$ cat config.mk
export PLATFORM = sky130hd
export DESIGN_NAME = lsu_align_ctrl
export DESIGN_NICKNAME = d
export VERILOG_FILES = /design/src/rtl/lsu_align_ctrl.sv
export SDC_FILE = /design/constraint.sdc
export NUM_CORES = 1
export LEC_CHECK = 0
export BUFFER_PORTS_ARGS = -buffer_cell sky130_fd_sc_hd__buf_2
export CAP_MARGIN = 25
export CORE_ASPECT_RATIO = 2
export CORE_MARGIN = 2
export CORE_UTILIZATION = 35
export CTS_BUF_LIST = sky130_fd_sc_hd__clkbuf_2
export DETAILED_ROUTE_END_ITERATION = 10
export GPL_TIMING_DRIVEN = 1
export PLACE_DENSITY = 0.7
export SLEW_MARGIN = 15
export SYNTH_ARGS = -nofsm -noshare
export SYNTH_HDL_FRONTEND = slang
export SYNTH_SLANG_ARGS = --single-unit
$ cat constraint.sdc
create_clock -name clk -period 2.6 [get_ports clk]
set_input_delay 0.26 -clock clk [delete_from_list [all_inputs] [get_ports clk]]
set_output_delay 0.26 -clock clk [all_outputs]
set_load 0.005 [all_outputs]
$ cat src/rtl/lsu_align_ctrl.sv
// ---------------------------------------------------------------------------
// lsu_align_ctrl
// Load/store alignment controller between the MEM stage and a word-organised
// data memory. It takes one byte-addressed request at a time and turns it into
// one or two word-aligned accesses with byte enables. For a load, it merges the
// returned words, shifts the bytes into place and sign/zero-extends the result.
//
// Ports
//   clk, rst_n     : clock, asynchronous active-low reset
//   req_valid/ready: request handshake; ready only while idle
//   req_we         : 1 = store, 0 = load
//   req_funct3     : access size/sign (LB/LH/LW/LBU/LHU, SB/SH/SW)
//   req_addr       : byte address
//   req_wdata      : right-justified store data
//   mem_re/mem_we  : memory read/write strobes (never both high)
//   mem_addr       : word-aligned byte address
//   mem_be         : per-lane byte enables
//   mem_wdata      : lane-positioned store data
//   mem_rdata      : read data, valid the cycle after mem_re
//   rsp_valid      : one-cycle completion pulse
//   rsp_rdata      : extended load result (0 for stores and errors)
//   rsp_err        : unsupported funct3, qualified by rsp_valid
// ---------------------------------------------------------------------------
module lsu_align_ctrl #(
  parameter int DM_ADDRESS = 9,
  parameter int DATA_W     = 32
) (
  input  logic                  clk,
  input  logic                  rst_n,
  input  logic                  req_valid,
  output logic                  req_ready,
  input  logic                  req_we,
  input  logic [2:0]            req_funct3,
  input  logic [DM_ADDRESS-1:0] req_addr,
  input  logic [DATA_W-1:0]     req_wdata,
  output logic                  mem_re,
  output logic                  mem_we,
  output logic [DM_ADDRESS-1:0] mem_addr,
  output logic [3:0]            mem_be,
  output logic [DATA_W-1:0]     mem_wdata,
  input  logic [DATA_W-1:0]     mem_rdata,
  output logic                  rsp_valid,
  output logic [DATA_W-1:0]     rsp_rdata,
  output logic                  rsp_err
);

  typedef enum logic [1:0] {S_IDLE, S_ACC0, S_ACC1, S_DONE} state_t;

  state_t                r_state;
  state_t                w_state_next;
  logic                  r_we;
  logic [2:0]            r_funct3;
  logic [DM_ADDRESS-1:0] r_addr;
  logic [DATA_W-1:0]     r_wdata;
  logic [DATA_W-1:0]     r_lo;
  logic                  r_err;

  logic                  w_req_err;
  logic [1:0]            w_off;
  logic [3:0]            w_mask;
  logic [7:0]            w_be_full;
  logic                  w_split;
  logic [2*DATA_W-1:0]   w_wdata_sh;
  logic [DM_ADDRESS-3:0] w_word_inc;
  logic [DATA_W-1:0]     w_lo;
  logic [DATA_W-1:0]     w_hi;
  logic [DATA_W-1:0]     w_shifted;
  logic [DATA_W-1:0]     w_ext;

  // Error decode on the incoming request, used only to pick the next state.
  always_comb begin
    if (req_we) begin
      w_req_err = !(req_funct3 inside {3'b000, 3'b001, 3'b010});
    end else begin
      w_req_err = !(req_funct3 inside {3'b000, 3'b001, 3'b010, 3'b100, 3'b101});
    end
  end

  // Size mask from the latched request: funct3[1:0] encodes 1, 2 or 4 bytes.
  always_comb begin
    case (r_funct3[1:0])
      2'b00:   w_mask = 4'b0001;
      2'b01:   w_mask = 4'b0011;
      default: w_mask = 4'b1111;
    endcase
  end

  assign w_off      = r_addr[1:0];
  // Lanes 3:0 belong to the first word, lanes 7:4 spill into the next word;
  // any spilled lane means the access crosses the word boundary.
  assign w_be_full  = {4'b0000, w_mask} << w_off;
  assign w_split    = |w_be_full[7:4];
  // Lower half is word-0 store data, upper half is the spill for word 1.
  assign w_wdata_sh = {{DATA_W{1'b0}}, r_wdata} << {w_off, 3'b000};
  // Word index wraps naturally at the top of memory.
  assign w_word_inc = r_addr[DM_ADDRESS-1:2] + {{(DM_ADDRESS-3){1'b0}}, 1'b1};

  // In DONE, mem_rdata holds the last word read (word 1 if split).
  assign w_lo      = w_split ? r_lo : mem_rdata;
  assign w_hi      = w_split ? mem_rdata : '0;
  assign w_shifted = DATA_W'({w_hi, w_lo} >> {w_off, 3'b000});

  always_comb begin
    case (r_funct3)
      3'b000:  w_ext = {{24{w_shifted[7]}}, w_shifted[7:0]};
      3'b001:  w_ext = {{16{w_shifted[15]}}, w_shifted[15:0]};
      3'b100:  w_ext = {24'd0, w_shifted[7:0]};
      3'b101:  w_ext = {16'd0, w_shifted[15:0]};
      default: w_ext = w_shifted;
    endcase
  end

  // Next state and outputs; all mem_* depend on registered state only.
  always_comb begin
    w_state_next = r_state;
    req_ready    = 1'b0;
    mem_re       = 1'b0;
    mem_we       = 1'b0;
    mem_addr     = '0;
    mem_be       = '0;
    mem_wdata    = '0;
    rsp_valid    = 1'b0;
    rsp_rdata    = '0;
    rsp_err      = 1'b0;
    case (r_state)
      S_IDLE: begin
        req_ready = 1'b1;
        if (req_valid) begin
          w_state_next = w_req_err ? S_DONE : S_ACC0;
        end
      end
      S_ACC0: begin
        mem_re   = !r_we;
        mem_we   = r_we;
        mem_addr = {r_addr[DM_ADDRESS-1:2], 2'b00};
        mem_be   = w_be_full[3:0];
        if (r_we) begin
          mem_wdata = w_wdata_sh[DATA_W-1:0];
        end
        w_state_next = w_split ? S_ACC1 : S_DONE;
      end
      S_ACC1: begin
        mem_re   = !r_we;
        mem_we   = r_we;
        mem_addr = {w_word_inc, 2'b00};
        mem_be   = w_be_full[7:4];
        if (r_we) begin
          mem_wdata = w_wdata_sh[2*DATA_W-1:DATA_W];
        end
        w_state_next = S_DONE;
      end
      S_DONE: begin
        rsp_valid = 1'b1;
        rsp_err   = r_err;
        if (!r_we && !r_err) begin
          rsp_rdata = w_ext;
        end
        w_state_next = S_IDLE;
      end
      default: w_state_next = S_IDLE;
    endcase
  end

  always_ff @(posedge clk or negedge rst_n) begin
    if (!rst_n) begin
      r_state  <= S_IDLE;
      r_we     <= 1'b0;
      r_funct3 <= '0;
      r_addr   <= '0;
      r_wdata  <= '0;
      r_lo     <= '0;
      r_err    <= 1'b0;
    end else begin
      r_state <= w_state_next;
      if (r_state == S_IDLE && req_valid) begin
        r_we     <= req_we;
        r_funct3 <= req_funct3;
        r_addr   <= req_addr;
        r_wdata  <= req_wdata;
        r_err    <= w_req_err;
      end
      // Word 0 of a split load arrives while ACC1 issues the second read.
      if (r_state == S_ACC1 && !r_we) begin
        r_lo <= mem_rdata;
      end
    end
  end

endmodule

==> impl_metrics.ini <==
[synthesis]
yosys.area.top_type = dfrtp_1
synth_top_cell_area_share = 0.335
synthDistinctLibCells = 45
synthFlopType = dfrtp_1
synth_edf_count = 0
synth.area.top_cells = dfrtp_1 (33%), mux2_2 (18%), mux4_2 (4.2%)
synthArstFlopShare = 1.00
ys_ff_latch = 72
yosysSeqAreaShare = 0.335
yosysWarnings = 0
syn_area_per_cell_um2 = 9.33
synthesis.area_mm2 = 0.00539
syn_inst = 577

[cells_and_area]
final_nets = 919
final_area_mm2 = 0.00804
fillers = 1405
syn2layout_area_growth_pct = 49.3
drive_gt1_frac = 0.498
fin_cells = 1037

[route]
drc_errors = 0
firstDrtPassIters = 5
wl_per_cell_um = 18.8
wl_mm = 19.4
vias = 5704
drt.antenna.violating_nets = 0
drtIter0Drc = 209
via_per_inst = 5.50

[clock_tree]
cts_buffers = 9
worstSkewPairLatency_ps = 560
clk_path_buf_depth = 2
cts_tree = yes
cts_root_buf = clkbuf_2
htree_levels = 3
clk_pin_slew_ps = 260
cts_sinks = 72

[grt]
grt_max_degree = 42
antenna_found_initial = 2
grt_pass1_vias = 5686
grt_pass1_wl_mm = 29.3
gr-total-overflow = 0
grt_usage = 0.227

[timing]
fin_crit_sh = 1.15
worstMarginPinSlew_ps = 1020
setup_viol = 26
period_needed_ps = 3000
clock_skew_ps = 54.8
slew_headroom = 0.321
finalMaxSlewViolations = 0
rsz0062_at_grt = yes
setup_ws_ps = -398
fmax_mhz = 334
hold_violations = 0
whs_ps = 65.3

[pwr]
p_leak_uw = 0.00366
ir_drop_uv = 580
power.total_uw = 9410
pwr_density_cell_mw_per_mm2 = 1170

[worst_setup_path]
cp-end-kind = primary output
critPathMaxFanout = 8
reg2reg_depth = 6
crit_family = buffers and inverters
critical_path.cell_chain = ha_2 > or3b_4 > buf_6 > buf_6 > nor2_4 > o211ai_1 > buf_4 > o211a_4 > buf_4 > a21oi_2 > buf_2
crit_buf_inv = 5
cp.depth = 11
startpoint_type = register
required_ps = 2340
criticalPathCategory = reg2out
cp_slowest_cell = dfrtp_1
slowest_delay_ps = 430
worstPathArrival_ps = 2740

[run_status]
status = finished with violations
violations = setup timing

[floorplanning]
std_cell_rows = 64
fp.dieW_um = 91.7
start_util = 0.354
die-area_mm2 = 0.0165
ios = 162
die-height_um = 179
core-area_mm2 = 0.0152

[min_path]
hold_depth = 2
hold_path.class = in2reg

[place]
dp_hpwl_mm = 13.0
placed_area_mm2 = 0.00647
gp_congestion = 0.891
dpl.cell_count = 914
port_buffers = 159

[job]
max-cap-violations = 0
[stage by stage]
stage          setup TNS (ps)   util  worst slack (ps)
2_1_floorplan               0      -               356
3_3_place_gp            -6.21  0.425             -2.96
3_5_place_dp             -122  0.425             -44.3
4_1_cts                 -9830  0.504              -468
5_1_grt                -11570  0.528              -517
6_report                -8110  0.528              -398
[layout make-up]
class	count	area, um^2	area share
inverter	14	55.1	0.00685
tap	198	248	0.0308
clock inverter	4	25.0	0.00311
clock buffer	10	50.0	0.00623
sequential	72	1810	0.225
antenna	2	5.00	0.000623
timing repair buffer	296	2160	0.268
multi-input combinational	441	3690	0.459
[Yosys cell counts (3+ instances only)]
cell,count
mux2i_1,20
buf_2,8
and3_1,3
a311o_1,7
a211oi_1,9
o21bai_1,7
or3_1,10
inv_1,14
dfrtp_1,72
a2bb2oi_1,7
a221oi_1,6
a22oi_1,17
mux4_2,10
buf_1,4
nor2_1,49
nor2b_1,4
nand2_1,58
a31oi_1,8
nand2b_1,18
a22o_1,17
nand3_1,5
ha_1,5
a21oi_1,43
and2_1,6
mux2_2,88
o21ai_0,22
clkbuf_1,36
[worst reg2reg max path: cells and delay by family, from the launching register on]
kind,cells,cell delay [ps]
flops,1,420
simple gates,1,220
buf+inv,3,470
mux,1,410
fa+ha+maj,1,290
[final timing paths]
| kind | startpoint | to | slack, ps |
|---|---|---|---|
| min reg2reg | r_lo[20] | r_lo[20] | 530 |
| max reg2reg | r_state[0] | r_wdata[22] | 650 |
| min | mem_rdata[11] | r_lo[11] | 70 |
| min in group asynchronous | rst_n | r_addr[5] | 240 |
| max | r_state[1] | rsp_rdata[23] | -400 |
| max in group asynchronous | rst_n | r_lo[10] | 1780 |
[routing by layer]
layer  track usage  routed length (um)
met5             0                   0
met2         0.430               10900
met4         0.161                1130
met3        0.0327                 888
met1         0.215                6550
[flip-flops by register name, summed over array words and instances, names as in the netlist]
signal and count:
r_wdata 32, r_err 1, r_addr 9, r_lo 24, r_funct3 3, r_we 1, r_state 2
[report_power, final]
part	internal, uW	switching, uW	total (uW)	leakage, uW
sequential	1700	489	2190	0.000846
clock	115	413	528	0.0000497
combinational	3280	3410	6690	0.00276
total	5100	4320	9410	0.00366
[timing repair]
action / CTS / global route
pin swaps: 16 / 23
setup buffers: 20 / 18
endpoints found under the setup margin: 66 / 66
hold buffers: 70 / 0
hold endpoints to repair: 109 / 0
resized for setup: 61 / 53
gates cloned: 1 / 1
[cells in the final DEF (no fill, tap or decap), drive strengths merged, types with 2 or more instances in the layout]
master       count
buf            226
mux2            88
dfrtp           72
dlygate4sd3     70
nand2           58
nor2            49
a21oi           43
o21ai           22
mux2i           20
nand2b          18
a22o            17
a22oi           17
inv             14
mux4            10
clkbuf          10
or3             10
a211oi           9
a31oi            8
a2bb2oi          7
o21bai           7
a221oi           7
a311o            7
and2             6
nand3            5
ha               5
nor2b            4
and3             3
diode            2
o2bb2ai          2
o211a            2
nor3             2
conb             2
clkinvlp         2
clkinv           2
a21boi           2
o32ai            2
[kinds of logic after synthesis]
kind of cell | count (synthesis) | share of synthesized area
AO/OA/AOI/OAI | 155 | 0.199
XOR/XNOR | 2 | 0.00325
adder cells (fa/ha/maj) | 5 | 0.0116
buffers and inverters | 66 | 0.0520
flip-flops | 72 | 0.335
multiplexers | 118 | 0.263
other | 1 | 0.000696
AND/OR/NAND/NOR | 158 | 0.136
(Power assumes the default switching activity.)
